--- src/rtl/uart_tx_arbiter_if.sv ---
// Requester and transmit-sink signal bundle for uart_tx_arbiter.
// The arbiter takes the slave side; requesters and the sink take the master side.
interface uart_tx_arbiter_if #(
    parameter int NREQ = 4
) ();
    logic [NREQ-1:0]   i_req_valid;
    logic [8*NREQ-1:0] i_req_data;
    logic [NREQ-1:0]   i_req_last;
    logic [NREQ-1:0]   o_req_ready;
    logic [NREQ-1:0]   o_grant;
    logic [7:0]        o_tx_byte;
    logic              o_tx_stb;
    logic              i_tx_busy;
    logic              o_busy;
    logic              o_timeout;

    modport master (
        output i_req_valid,
        output i_req_data,
        output i_req_last,
        output i_tx_busy,
        input  o_req_ready,
        input  o_grant,
        input  o_tx_byte,
        input  o_tx_stb,
        input  o_busy,
        input  o_timeout
    );

    modport slave (
        input  i_req_valid,
        input  i_req_data,
        input  i_req_last,
        input  i_tx_busy,
        output o_req_ready,
        output o_grant,
        output o_tx_byte,
        output o_tx_stb,
        output o_busy,
        output o_timeout
    );
endinterface

--- src/rtl/uart_tx_arbiter.sv ---
// Round-robin arbiter sharing one byte-wide UART transmit path
// between NREQ packet requesters, with a mid-packet stall watchdog.
module uart_tx_arbiter #(
    parameter int NREQ    = 4,
    parameter int TIMEOUT = 1023,
    parameter int TW      = 10
) (
    input logic              clk,
    input logic              rst,
    uart_tx_arbiter_if.slave bus
);
    localparam int PW = (NREQ > 1) ? $clog2(NREQ) : 1;

    typedef enum logic [1:0] {
        IDLE  = 2'd0,
        GRANT = 2'd1,
        HOLD  = 2'd2
    } state_t;

    state_t          state_q, state_d;
    logic [NREQ-1:0] grant_q, grant_d;
    logic [PW-1:0]   ptr_q, ptr_d;
    logic [TW-1:0]   cnt_q, cnt_d;
    logic [7:0]      byte_q, byte_d;
    logic            stb_q, stb_d;
    logic            to_q, to_d;

    logic            own_valid;
    logic            own_last;
    logic [7:0]      own_data;
    logic [TW-1:0]   cnt_inc;

    logic [2*NREQ-1:0] vld_dbl;
    logic [2*NREQ-1:0] oh_dbl;
    logic [NREQ-1:0]   vld_rot;
    logic [NREQ-1:0]   oh_rot;
    logic [NREQ-1:0]   sel_onehot;
    logic [PW-1:0]     sel_next;
    logic              sel_found;

    // Owner's request lines, picked out by the one-hot grant.
    always_comb begin
        own_valid = |(grant_q & bus.i_req_valid);
        own_last  = |(grant_q & bus.i_req_last);
        own_data  = '0;
        for (int i = 0; i < NREQ; i++) begin
            own_data = own_data | (bus.i_req_data[8*i +: 8] & {8{grant_q[i]}});
        end
    end

    // First valid requester at or after ptr, found in a rotated view.
    always_comb begin
        vld_dbl   = {bus.i_req_valid, bus.i_req_valid} >> ptr_q;
        vld_rot   = vld_dbl[NREQ-1:0];
        oh_rot    = '0;
        sel_found = 1'b0;
        sel_next  = '0;
        for (int k = 0; k < NREQ; k++) begin
            if (!sel_found && vld_rot[k]) begin
                sel_found = 1'b1;
                oh_rot[k] = 1'b1;
                sel_next  = PW'((int'(ptr_q) + k + 1) % NREQ);
            end
        end
        oh_dbl     = {oh_rot, oh_rot} << ptr_q;
        sel_onehot = oh_dbl[2*NREQ-1:NREQ];
    end

    assign cnt_inc = cnt_q + 1'b1;

    // Next-state logic: selection, byte forwarding and watchdog.
    always_comb begin
        state_d = state_q;
        grant_d = grant_q;
        ptr_d   = ptr_q;
        cnt_d   = cnt_q;
        byte_d  = byte_q;
        stb_d   = 1'b0;
        to_d    = 1'b0;
        unique case (state_q)
            IDLE: begin
                if (sel_found) begin
                    grant_d = sel_onehot;
                    ptr_d   = sel_next;
                    state_d = GRANT;
                end
            end
            GRANT: begin
                if (own_valid && !bus.i_tx_busy) begin
                    byte_d = own_data;
                    stb_d  = 1'b1;
                    cnt_d  = '0;
                    if (own_last) begin
                        grant_d = '0;
                        state_d = IDLE;
                    end else begin
                        state_d = HOLD;
                    end
                end else if (!own_valid) begin
                    if (cnt_inc == TW'(TIMEOUT)) begin
                        grant_d = '0;
                        to_d    = 1'b1;
                        cnt_d   = '0;
                        state_d = IDLE;
                    end else begin
                        cnt_d = cnt_inc;
                    end
                end
            end
            HOLD: begin
                // Strobe cycle: sink busy is not valid until next cycle.
                state_d = GRANT;
            end
            default: begin
                state_d = IDLE;
            end
        endcase
    end

    // State and output registers.
    always_ff @(posedge clk) begin
        if (rst) begin
            state_q <= IDLE;
            grant_q <= '0;
            ptr_q   <= '0;
            cnt_q   <= '0;
            byte_q  <= '0;
            stb_q   <= 1'b0;
            to_q    <= 1'b0;
        end else begin
            state_q <= state_d;
            grant_q <= grant_d;
            ptr_q   <= ptr_d;
            cnt_q   <= cnt_d;
            byte_q  <= byte_d;
            stb_q   <= stb_d;
            to_q    <= to_d;
        end
    end

    assign bus.o_req_ready = (state_q == GRANT && !bus.i_tx_busy)
                           ? (grant_q & bus.i_req_valid) : '0;
    assign bus.o_grant     = grant_q;
    assign bus.o_tx_byte   = byte_q;
    assign bus.o_tx_stb    = stb_q;
    assign bus.o_busy      = (state_q != IDLE);
    assign bus.o_timeout   = to_q;
endmodule

--- src/flat_wrapper.sv ---
// flat-port wrapper written by rule: the top's interface ports become plain ports
module uart_tx_arbiter_flat 
#(
    parameter int NREQ    = 4,
    parameter int TIMEOUT = 1023,
    parameter int TW      = 10
)
  (clk, rst, bus_i_req_valid, bus_i_req_data, bus_i_req_last, bus_i_tx_busy, bus_o_req_ready, bus_o_grant, bus_o_tx_byte, bus_o_tx_stb, bus_o_busy, bus_o_timeout);
  uart_tx_arbiter_if #(.NREQ(NREQ)) bus_i ();
  input logic clk;
  input logic rst;
  input wire logic [$bits(bus_i.i_req_valid)-1:0] bus_i_req_valid;
  input wire logic [$bits(bus_i.i_req_data)-1:0] bus_i_req_data;
  input wire logic [$bits(bus_i.i_req_last)-1:0] bus_i_req_last;
  input wire logic [$bits(bus_i.i_tx_busy)-1:0] bus_i_tx_busy;
  output wire logic [$bits(bus_i.o_req_ready)-1:0] bus_o_req_ready;
  output wire logic [$bits(bus_i.o_grant)-1:0] bus_o_grant;
  output wire logic [$bits(bus_i.o_tx_byte)-1:0] bus_o_tx_byte;
  output wire logic [$bits(bus_i.o_tx_stb)-1:0] bus_o_tx_stb;
  output wire logic [$bits(bus_i.o_busy)-1:0] bus_o_busy;
  output wire logic [$bits(bus_i.o_timeout)-1:0] bus_o_timeout;
  assign bus_i.i_req_valid = bus_i_req_valid;
  assign bus_i.i_req_data = bus_i_req_data;
  assign bus_i.i_req_last = bus_i_req_last;
  assign bus_i.i_tx_busy = bus_i_tx_busy;
  assign bus_o_req_ready = bus_i.o_req_ready;
  assign bus_o_grant = bus_i.o_grant;
  assign bus_o_tx_byte = bus_i.o_tx_byte;
  assign bus_o_tx_stb = bus_i.o_tx_stb;
  assign bus_o_busy = bus_i.o_busy;
  assign bus_o_timeout = bus_i.o_timeout;
  uart_tx_arbiter #(.NREQ(NREQ), .TIMEOUT(TIMEOUT), .TW(TW)) u_core (.clk(clk), .rst(rst), .bus(bus_i));
endmodule
--- config.mk ---
export PLATFORM = sky130hd
export DESIGN_NAME = uart_tx_arbiter_flat
export DESIGN_NICKNAME = d
export VERILOG_FILES = /design/src/rtl/uart_tx_arbiter_if.sv /design/src/rtl/uart_tx_arbiter.sv /design/src/flat_wrapper.sv
export SDC_FILE = /design/constraint.sdc
export NUM_CORES = 1
export LEC_CHECK = 0
export BUFFER_PORTS_ARGS = -buffer_cell sky130_fd_sc_hd__buf_2
export CAP_MARGIN = 20
export CORE_MARGIN = 3
export CORE_UTILIZATION = 40
export CTS_CLUSTER_SIZE = 14
export DETAILED_ROUTE_END_ITERATION = 8
export PLACE_DENSITY = 0.66
export REMOVE_ABC_BUFFERS = 1
export SLEW_MARGIN = 25
export SYNTH_ARGS = -nofsm -noshare
export SYNTH_HDL_FRONTEND = slang
export SYNTH_SLANG_ARGS = --single-unit
--- constraint.sdc ---
create_clock -name clk -period 2.2 [get_ports clk]
set_input_delay 0.33 -clock clk [delete_from_list [all_inputs] [get_ports clk]]
set_output_delay 0.33 -clock clk [all_outputs]
set_load 0.02 [all_outputs]
==> out/qor.yml, run 1 <==
outcome:
  outcome: "finished, final reports clean"
clock_network:
  clk_pin_slew_ns: 0.10
  clockBufferDepth: 2
  h-tree-depth: 1
  post_cts_buffers: 0
  cts_buffers: 3
  holdBufCountCts: 0
  cts_tree: "done"
  cts_root_buffer: "clkbuf_8"
  ctsResizeCount: 0
  clk_latency_ns: 0.28
  cts_sinks: 28
placed_design:
  gp_congestion: 0.806
  hpwl_um: 3770
  port_buffers: 61
  post_dp_cell_area_um2: 2290
timing:
  fmax_mhz: 516
  finalSetupViolCount: 0
  maxSlewViolCount: 0
  rsz0062_at_grt: "false"
  finalHoldViolCount: 0
  skew_ns: 0.00663
  fin_tns_setup_ns: 0
  min_period_over_period: 0.882
  worst_pin_slew_ns: 0.439
  fin_crit_ns: 1.94
  relSlewSlack: 0.707
min_path:
  holdPathStages: 2
  min-delay-start: "rst"
  holdPathEnd: "u_core.ptr_q[0]"
  min_path_type: "input port to flip-flop"
worst_setup_path:
  r2r-end: "u_core.cnt_q[5]"
  crit_fanout: 6
  r2r_cells: 7
  crit_arrival_ns: 2.08
  r2r-start: "u_core.cnt_q[0]"
  worstSetupStartpointType: "flip-flop"
  cp.required_ns: 2.34
  reg2reg_slack_ns: 0.26
  critPathKind: "flip-flop to flip-flop"
  cp-end-kind: "flip-flop"
final_layout:
  syn2layout_area_growth_pct: 24.3
  finalInstanceArea_um2: 2350
  n_antenna_cell: 0
  nNetsFinal: 347
  layout-drive-gt1-share: 0.306
power_and_ir_drop:
  p_comb_frac: 0.287
  switchingPower_w: 0.000386
  switching_share: 0.313
  p_per_area_nw_per_um2: 524
  leakage_nw: 0.947
  seq_power_share: 0.448
  peakVddDrop_mv: 0.293
  internal-power_w: 0.000845
  p_clk_frac: 0.265
  total_power_w: 0.00123
floorplan:
  die-width_um: 74.7
  die_area_um2: 5580
  core-area_um2: 4440
  placementRows: 24
  ios: 62
  start_util: 0.425
  fp.dieH_um: 74.7
logic_synthesis:
  syn_area_um2: 1890
  yosys.cell_count.top_type: "dfxtp_1"
  ys_types: 46
  synth_top_cell_area_share: 0.297
  synth_edf_count: 0
  yosysWarningCount: 0
  ys_top_cells_by_area: "dfxtp_1 30%, a22oi_1 8.3%, nand2_1 5.0%, a311oi_1 4.2%, nor2_1 4.0%"
  synth_top_area_cell: "dfxtp_1"
  ys.flop_type: "dfxtp_1"
  async_reset_ff_frac: 0
  synth-seq-cells: 28
  syn_inst: 239
  ys_seq_area_frac: 0.297
  synth.avg_cell_area_um2: 7.91
  synthTopCellsByCount: "28 x dfxtp_1, 25 x nand2_1, 21 x a22oi_1"
flow_run:
  cap_violations: 0
detailed_routing:
  dr.first_iter.drc_count: 86
  drc: 0
  via_per_inst: 5.71
  avgRoutedWirePerCell_um: 14.0
  vias: 2014
  wirelength_um: 4950
  drtAntennaViolNets: 0
  dr.pass1.iters: 4
global_routing:
  grt_max_degree: 16
  grt_pass1_wl_um: 7750
  antenna_found_initial: 0
  grt-ovfl-total: 0
  track_usage: 0.172
  grt_pass1_vias: 1670
[cells in the final DEF (no fill, tap or decap), types with 6 or more instances in the layout]
| cell type | synthesis | routed |
|---|---|---|
| dfxtp_1 | 28 | 28 |
| nor2b_1 | 9 | 9 |
| nor3_1 | 6 | 6 |
| a21oi_1 | 10 | 10 |
| buf_2 | 6 | 61 |
| a22oi_1 | 21 | 21 |
| nand2_1 | 25 | 25 |
| o211ai_1 | 9 | 9 |
| inv_1 | 13 | 13 |
| nor2_1 | 20 | 20 |
| buf_4 | 0 | 16 |
| a311oi_1 | 9 | 9 |
| o21ai_0 | 6 | 6 |
[how the worst max path moves through the flow]
stage | start | end | slack (ns) | cells past startpoint
after floorplan | u_core.bus.o_grant[0] | u_core.state_q[1] | 0.11 | 5
after global placement | bus_i_req_valid[2] | u_core.cnt_q[6] | 0.26 | 6
after detailed placement | bus_i_req_valid[2] | u_core.cnt_q[8] | 0.24 | 6
after CTS | u_core.cnt_q[0] | u_core.cnt_q[5] | 0.28 | 7
after global routing | u_core.cnt_q[0] | u_core.cnt_q[0] | 0.15 | 7
final | u_core.cnt_q[0] | u_core.cnt_q[5] | 0.26 | 7
[final cells by class]
class                           count  area (µm²)
Fill cell                         435        2100
Multi-Input combinational cell    179        1190
Sequential cell                    28         561
Timing Repair Buffer               77         425
Tap cell                           52        65.1
Clock buffer                        4        55.1
Inverter                           13        48.8
[worst max-delay path: stages, from the launching register on]
cell,delay [ns]
dfxtp_1,0.37
ha_1,0.26
and2_1,0.22
o211ai_1,0.26
a32oi_4,0.17
buf_4,0.19
o2111ai_1,0.18
o311ai_0,0.16
[kinds of logic (layout without fill, tap and decap cells)]
logic type / after synthesis / count (layout) / synth area share
flip-flops: 28 / 28 / 0.297
AND/OR/NAND/NOR: 90 / 90 / 0.244
adder cells (fa/ha/maj): 2 / 2 / 0.0132
AO/OA/AOI/OAI: 84 / 84 / 0.352
multiplexers: 3 / 3 / 0.0225
buffers and inverters: 32 / 94 / 0.0715
[through the flow]
stage,util,hold WS (ns),std cells,setup WS (ns)
final,0.528,0.398,353,0.260
after detailed placement,0.516,0.477,349,0.242
after global routing,0.528,0.416,353,0.153
after CTS,0.528,0.401,353,0.278
after global placement,0.516,0.466,349,0.263
after floorplan,-,0.399,220,0.107
[flip-flops by register name, summed over array words and instances (netlist names)]
signal / cells
u_core.bus.o_timeout: 1
u_core.bus.o_tx_stb: 1
u_core.bus.o_grant: 4
u_core.state_q: 2
u_core.cnt_q: 10
u_core.ptr_q: 2
u_core.bus.o_tx_byte: 8
[power by group through the flow]
| stage | clock network (W) | logic (W) | registers [W] |
|---|---|---|---|
| floorplan | 0 | 0.000169 | 0.000597 |
| global placement | 0 | 0.000351 | 0.000562 |
| detailed placement | 0 | 0.000352 | 0.000562 |
| CTS | 0.000337 | 0.000354 | 0.000551 |
| global route | 0.000364 | 0.000387 | 0.000555 |
| finish | 0.000327 | 0.000353 | 0.000551 |
[metal layers]
layer,vias to the layer above,routed length (µm),global-route usage
li1,1024,-,-
met1,930,2410,0.249
met2,58,2270,0.272
met3,2,243,0.0147
met4,0,32,0.0514
met5,-,0,0
Note: power is estimated with default switching activity, not from simulation.
==> run 2, diff against run 1 <==
Settings changed: CELL_PAD_IN_SITES_DETAIL_PLACEMENT from default to 1, CELL_PAD_IN_SITES_GLOBAL_PLACEMENT from default to 1, CORE_UTILIZATION 40 to 36, PLACE_DENSITY 0.66 to default, PLACE_DENSITY_LB_ADDON from default to 0.1.
==> out/qor.yml, run 2 (same netlist as run 1, synthesis figures left out) <==
outcome:
  outcome: "finished, final reports clean"
timing:
  timing.final.ws_setup_ns: 0.168
  finalHoldViolCount: 0
  worst_pin_slew_ns: 0.771
  rsz0062_at_grt: "false"
  maxSlewViolCount: 0
  fmax_mhz: 492
  fin_crit_ns: 2.03
  fin_tns_setup_ns: 0
  finalSetupViolCount: 0
  relSlewSlack: 0.486
  skew_ns: 0.00725
  min_period_over_period: 0.924
clock_network:
  cts_sinks: 28
  post_cts_buffers: 0
  cts_buffers: 3
  h-tree-depth: 1
  ctsResizeCount: 0
  clk_pin_slew_ns: 0.11
  cts_root_buffer: "clkbuf_8"
  holdBufCountCts: 0
  clockBufferDepth: 2
  clk_latency_ns: 0.28
  cts_tree: "done"
placed_design:
  dpl_worst_slack_ns: 0.203
  port_buffers: 61
  placed_cells: 363
  post_dp_cell_area_um2: 2300
  gp_congestion: 0.768
  hpwl_um: 4520
detailed_routing:
  via_per_inst: 5.51
  wirelength_um: 5890
  dr.pass1.iters: 4
  drtAntennaViolNets: 0
  vias: 2027
  dr.first_iter.drc_count: 77
  avgRoutedWirePerCell_um: 16.0
  drc: 0
final_layout:
  syn2layout_area_growth_pct: 26.2
  final_common_cell: "buf_2"
  layout_common_cells: "61 x buf_2, 28 x dfxtp_1, 25 x nand2_1"
  nFillCells: 654
  utilization: 0.485
  seq_area_um2: 561
  top_register: "u_core.cnt_q"
  layout-drive-gt1-share: 0.306
  fin_cells: 368
  finalInstanceArea_um2: 2380
  multi_input_comb_area_um2: 1190
  n_antenna_cell: 0
  nNetsFinal: 347
  largest_reg_flops: 10
global_routing:
  use_met2: 0.337
  track_usage: 0.191
  grt.met3_usage: 0.0183
  grt_pass1_wl_um: 9700
  grt-ovfl-total: 0
  grt_pass1_vias: 2025
  grt_max_degree: 25
  grt-busiest-layer: "met2"
  antenna_found_initial: 0
  grtUsageMet1: 0.252
floorplan:
  ios: 62
  die_area_um2: 6150
  fp.dieH_um: 78.4
  core-area_um2: 4910
  placementRows: 25
  die-width_um: 78.4
  start_util: 0.385
worst_setup_path:
  cp-end-kind: "flip-flop"
  worstSetupStartpointType: "flip-flop"
  critPathKind: "flip-flop to flip-flop"
  cp_top_family: "compound AO/OA/AOI/OAI gates"
  cp.required_ns: 2.35
  crit_chain: "ha_1 -> and2_1 -> o211ai_1 -> a32oi_4 -> buf_4 -> o211ai_1 -> o311ai_1"
  crit_arrival_ns: 2.18
  cpMaxStageDelayCell: "dfxtp_1"
  critPathMaxStageDelay_ns: 0.36
  critPathBufInv: 1
  cp_common_cell: "o211ai_1"
  crit_fanout: 6
min_path:
  min_path_type: "input port to flip-flop"
power_and_ir_drop:
  leakage_nw: 0.954
  peakVddDrop_mv: 0.270
  p_per_area_nw_per_um2: 556
flow_run:
  cap_violations: 0
run 2: cell types whose count changed in the layout (fill, tap and decap cells not counted):
cell / delta
bufinv_16: +1
clkbuf_8: -1
run 2: layout make-up:
| cell class | instances | area share |
|---|---|---|
| Clock inverter | 1 | 0.0126 |
| Clock buffer | 3 | 0.0173 |
| Sequential cell | 28 | 0.235 |
| Tap cell | 67 | 0.0352 |
| Inverter | 13 | 0.0205 |
| Timing Repair Buffer | 77 | 0.178 |
| Multi-Input combinational cell | 179 | 0.501 |
run 2: final timing paths:
kind | slack [ns] | cells after the start | endpoint | start
worst max-delay path | 0.17 | 7 | u_core.bus.o_grant[3] | u_core.cnt_q[0]
worst min-delay path | 0.41 | 3 | u_core.state_q[1] | bus_i_req_last[3]
worst max register to register | 0.17 | 7 | u_core.bus.o_grant[3] | u_core.cnt_q[0]
worst min register to register | 0.50 | 2 | u_core.bus.o_tx_byte[4] | u_core.bus.o_tx_byte[4]
run 2: power by group:
part           switching [W]  internal, W  leakage, nW
Combinational       0.000201     0.000150        0.691
Sequential         0.0000242     0.000532        0.227
Clock               0.000174     0.000244       0.0357
run 2: per-stage QoR:
| step | hold slack (ns) | power (W) |
|---|---|---|
| 2_1_floorplan | 0.399 | 0.000766 |
| 3_3_place_gp | 0.470 | 0.000913 |
| 3_5_place_dp | 0.485 | 0.000919 |
| 4_1_cts | 0.405 | 0.00134 |
| 5_1_grt | 0.422 | 0.00140 |
| 6_report | 0.408 | 0.00132 |
run 2: worst register-to-register path, cell delays in order, from the launching register on:
cell,delay (ns)
dfxtp_1,0.36
ha_1,0.26
and2_1,0.23
o211ai_1,0.26
a32oi_4,0.19
buf_4,0.20
o211ai_1,0.26
o311ai_1,0.14
run 2: routing by layer:
metal | vias to the layer above | wire, µm
li1 | 1016 | -
met3 | 2 | 117
met5 | - | 0
met2 | 18 | 3100
met1 | 991 | 2660
met4 | 0 | 25
==> run 3, diff against run 2 <==
--- a/config.mk
+++ b/config.mk
@@ -12,4 +12,5 @@
 export CORE_MARGIN = 3
 export CORE_UTILIZATION = 36
+export CTS_CLUSTER_DIAMETER = 200
 export CTS_CLUSTER_SIZE = 14
 export DETAILED_ROUTE_END_ITERATION = 8
==> constraint.sdc (replaced) <==
create_clock -name clk -period 2.2 [get_ports clk]
set_input_delay 0.66 -clock clk [delete_from_list [all_inputs] [get_ports clk]]
set_output_delay 0.66 -clock clk [all_outputs]
set_load 0.02 [all_outputs]
==> out/qor.yml, run 3 (same netlist as run 1, synthesis figures left out) <==
outcome:
  outcome: "finished, final reports clean"
final_layout:
  layout-drive-gt1-share: 0.329
  nFillCells: 628
  utilization: 0.494
  final_common_cell: "buf_2"
  layout_common_cells: "61 x buf_2, 28 x dfxtp_1, 25 x nand2_1"
  n_antenna_cell: 0
  nNetsFinal: 353
  fin_cells: 374
  seq_area_um2: 561
  syn2layout_area_growth_pct: 28.5
  multi_input_comb_area_um2: 1210
  largest_reg_flops: 10
  top_register: "u_core.cnt_q"
floorplan:
  fp.dieH_um: 78.4
  start_util: 0.385
  placementRows: 25
  die_area_um2: 6150
  ios: 62
  core-area_um2: 4910
  die-width_um: 78.4
clock_network:
  holdBufCountCts: 0
  cts_tree: "done"
  cts_sinks: 28
  cts_root_buffer: "clkbuf_8"
  clockBufferDepth: 2
  clk_latency_ns: 0.29
  clk_pin_slew_ns: 0.10
  cts_buffers: 3
  h-tree-depth: 1
min_path:
  holdPathEnd: "u_core.cnt_q[1]"
  min-delay-start: "u_core.cnt_q[1]"
  min_path_type: "flip-flop to flip-flop"
  holdPathStages: 2
detailed_routing:
  dr.pass1.iters: 4
  drtAntennaViolNets: 0
  met2WireLength_um: 3180
  wirelength_um: 6050
  vias: 2065
  route.met3.wl_um: 144
  avgRoutedWirePerCell_um: 16.2
  maxUsedRoutingLayer: "met4"
  drt-met1-wl_um: 2660
  dr.first_iter.drc_count: 75
  drc: 0
  via_per_inst: 5.52
worst_setup_path:
  cp-end-kind: "output pin"
  worstSetupStartpointType: "flip-flop"
  cp.required_ns: 1.54
  r2r_cells: 7
  r2r-end: "u_core.state_q[0]"
  r2r-start: "u_core.cnt_q[0]"
  crit_fanout: 5
  reg2reg_slack_ns: 0.26
  crit_arrival_ns: 1.40
  critPathKind: "flip-flop to output pin"
placed_design:
  port_buffers: 61
  placed_cells: 370
  gp_congestion: 0.868
  hpwl_um: 4730
  dpl_worst_slack_ns: -0.0233
global_routing:
  grt_pass1_wl_um: 10200
  grt_pass1_vias: 2089
  grt-ovfl-total: 0
  track_usage: 0.207
  grt_max_degree: 17
  antenna_found_initial: 0
timing:
  fmax_mhz: 485
  maxSlewViolCount: 0
  min_period_over_period: 0.937
  finalSetupViolCount: 0
  timing.final.ws_setup_ns: 0.140
  rsz0062_at_grt: "false"
  skew_ns: 0.00536
  finalHoldViolCount: 0
  fin_crit_ns: 2.06
  whs_ns: 0.491
  relSlewSlack: 0.450
  worst_pin_slew_ns: 0.825
power_and_ir_drop:
  total_power_w: 0.00126
  peakVddDrop_mv: 0.347
  p_per_area_nw_per_um2: 519
  leakage_nw: 0.980
flow_run:
  cap_violations: 0
run 3: worst max-delay path, stage by stage, from the launching register on:
cell and delay [ns]:
dfxtp_1 0.36, nand2b_2 0.24, nand2b_4 0.20, nor3_2 0.13, buf_2 0.19
run 3: repair_timing:
action                                  4_1_cts  5_1_grt
resized for setup                             2        2
endpoints found under the setup margin        1        2
setup buffers                                 0        0
gates cloned                                  0        0
pin swaps                                     0        0
run 3: report_power, final:
group          leakage [nW]  total, W  switching, W  internal [W]
clock                0.0288  0.000336      0.000175      0.000161
combinational         0.724  0.000366      0.000205      0.000161
sequential            0.227  0.000557     0.0000258      0.000531
total                 0.980   0.00126      0.000405      0.000854
run 3: final cells by class:
cell class / count / share of cell area
multi-input combinational: 179 / 0.498
inverter: 13 / 0.0201
timing repair buffer: 83 / 0.194
tap: 67 / 0.0345
sequential: 28 / 0.231
clock buffer: 4 / 0.0227
run 3: per-stage QoR:
step | area, µm² | setup TNS, ns
2_1_floorplan | 1800 | 0
3_3_place_gp | 2360 | 0
3_5_place_dp | 2360 | -0.0426
4_1_cts | 2420 | 0
5_1_grt | 2430 | 0
6_report | 2430 | 0
run 3: metal layers:
layer  vias up  GRT usage
met5         -          0
met4         0     0.0629
met3         4     0.0287
met2        26      0.366
met1      1000      0.258
li1       1035          -
run 3: how the worst max path moves through the flow:
stage | from | to | slack (ns) | depth (start not counted)
after floorplan | u_core.bus.o_grant[0] | u_core.state_q[1] | 0.11 | 5
after CTS | u_core.state_q[1] | bus_o_req_ready[2] | 0.008 | 4
after global routing | u_core.cnt_q[0] | u_core.state_q[0] | 0.02 | 7
after detailed placement | bus_i_req_valid[0] | u_core.bus.o_grant[1] | -0.02 | 6
final | u_core.state_q[1] | bus_o_req_ready[2] | 0.14 | 4
after global placement | bus_i_req_valid[0] | u_core.cnt_q[8] | 0.03 | 6
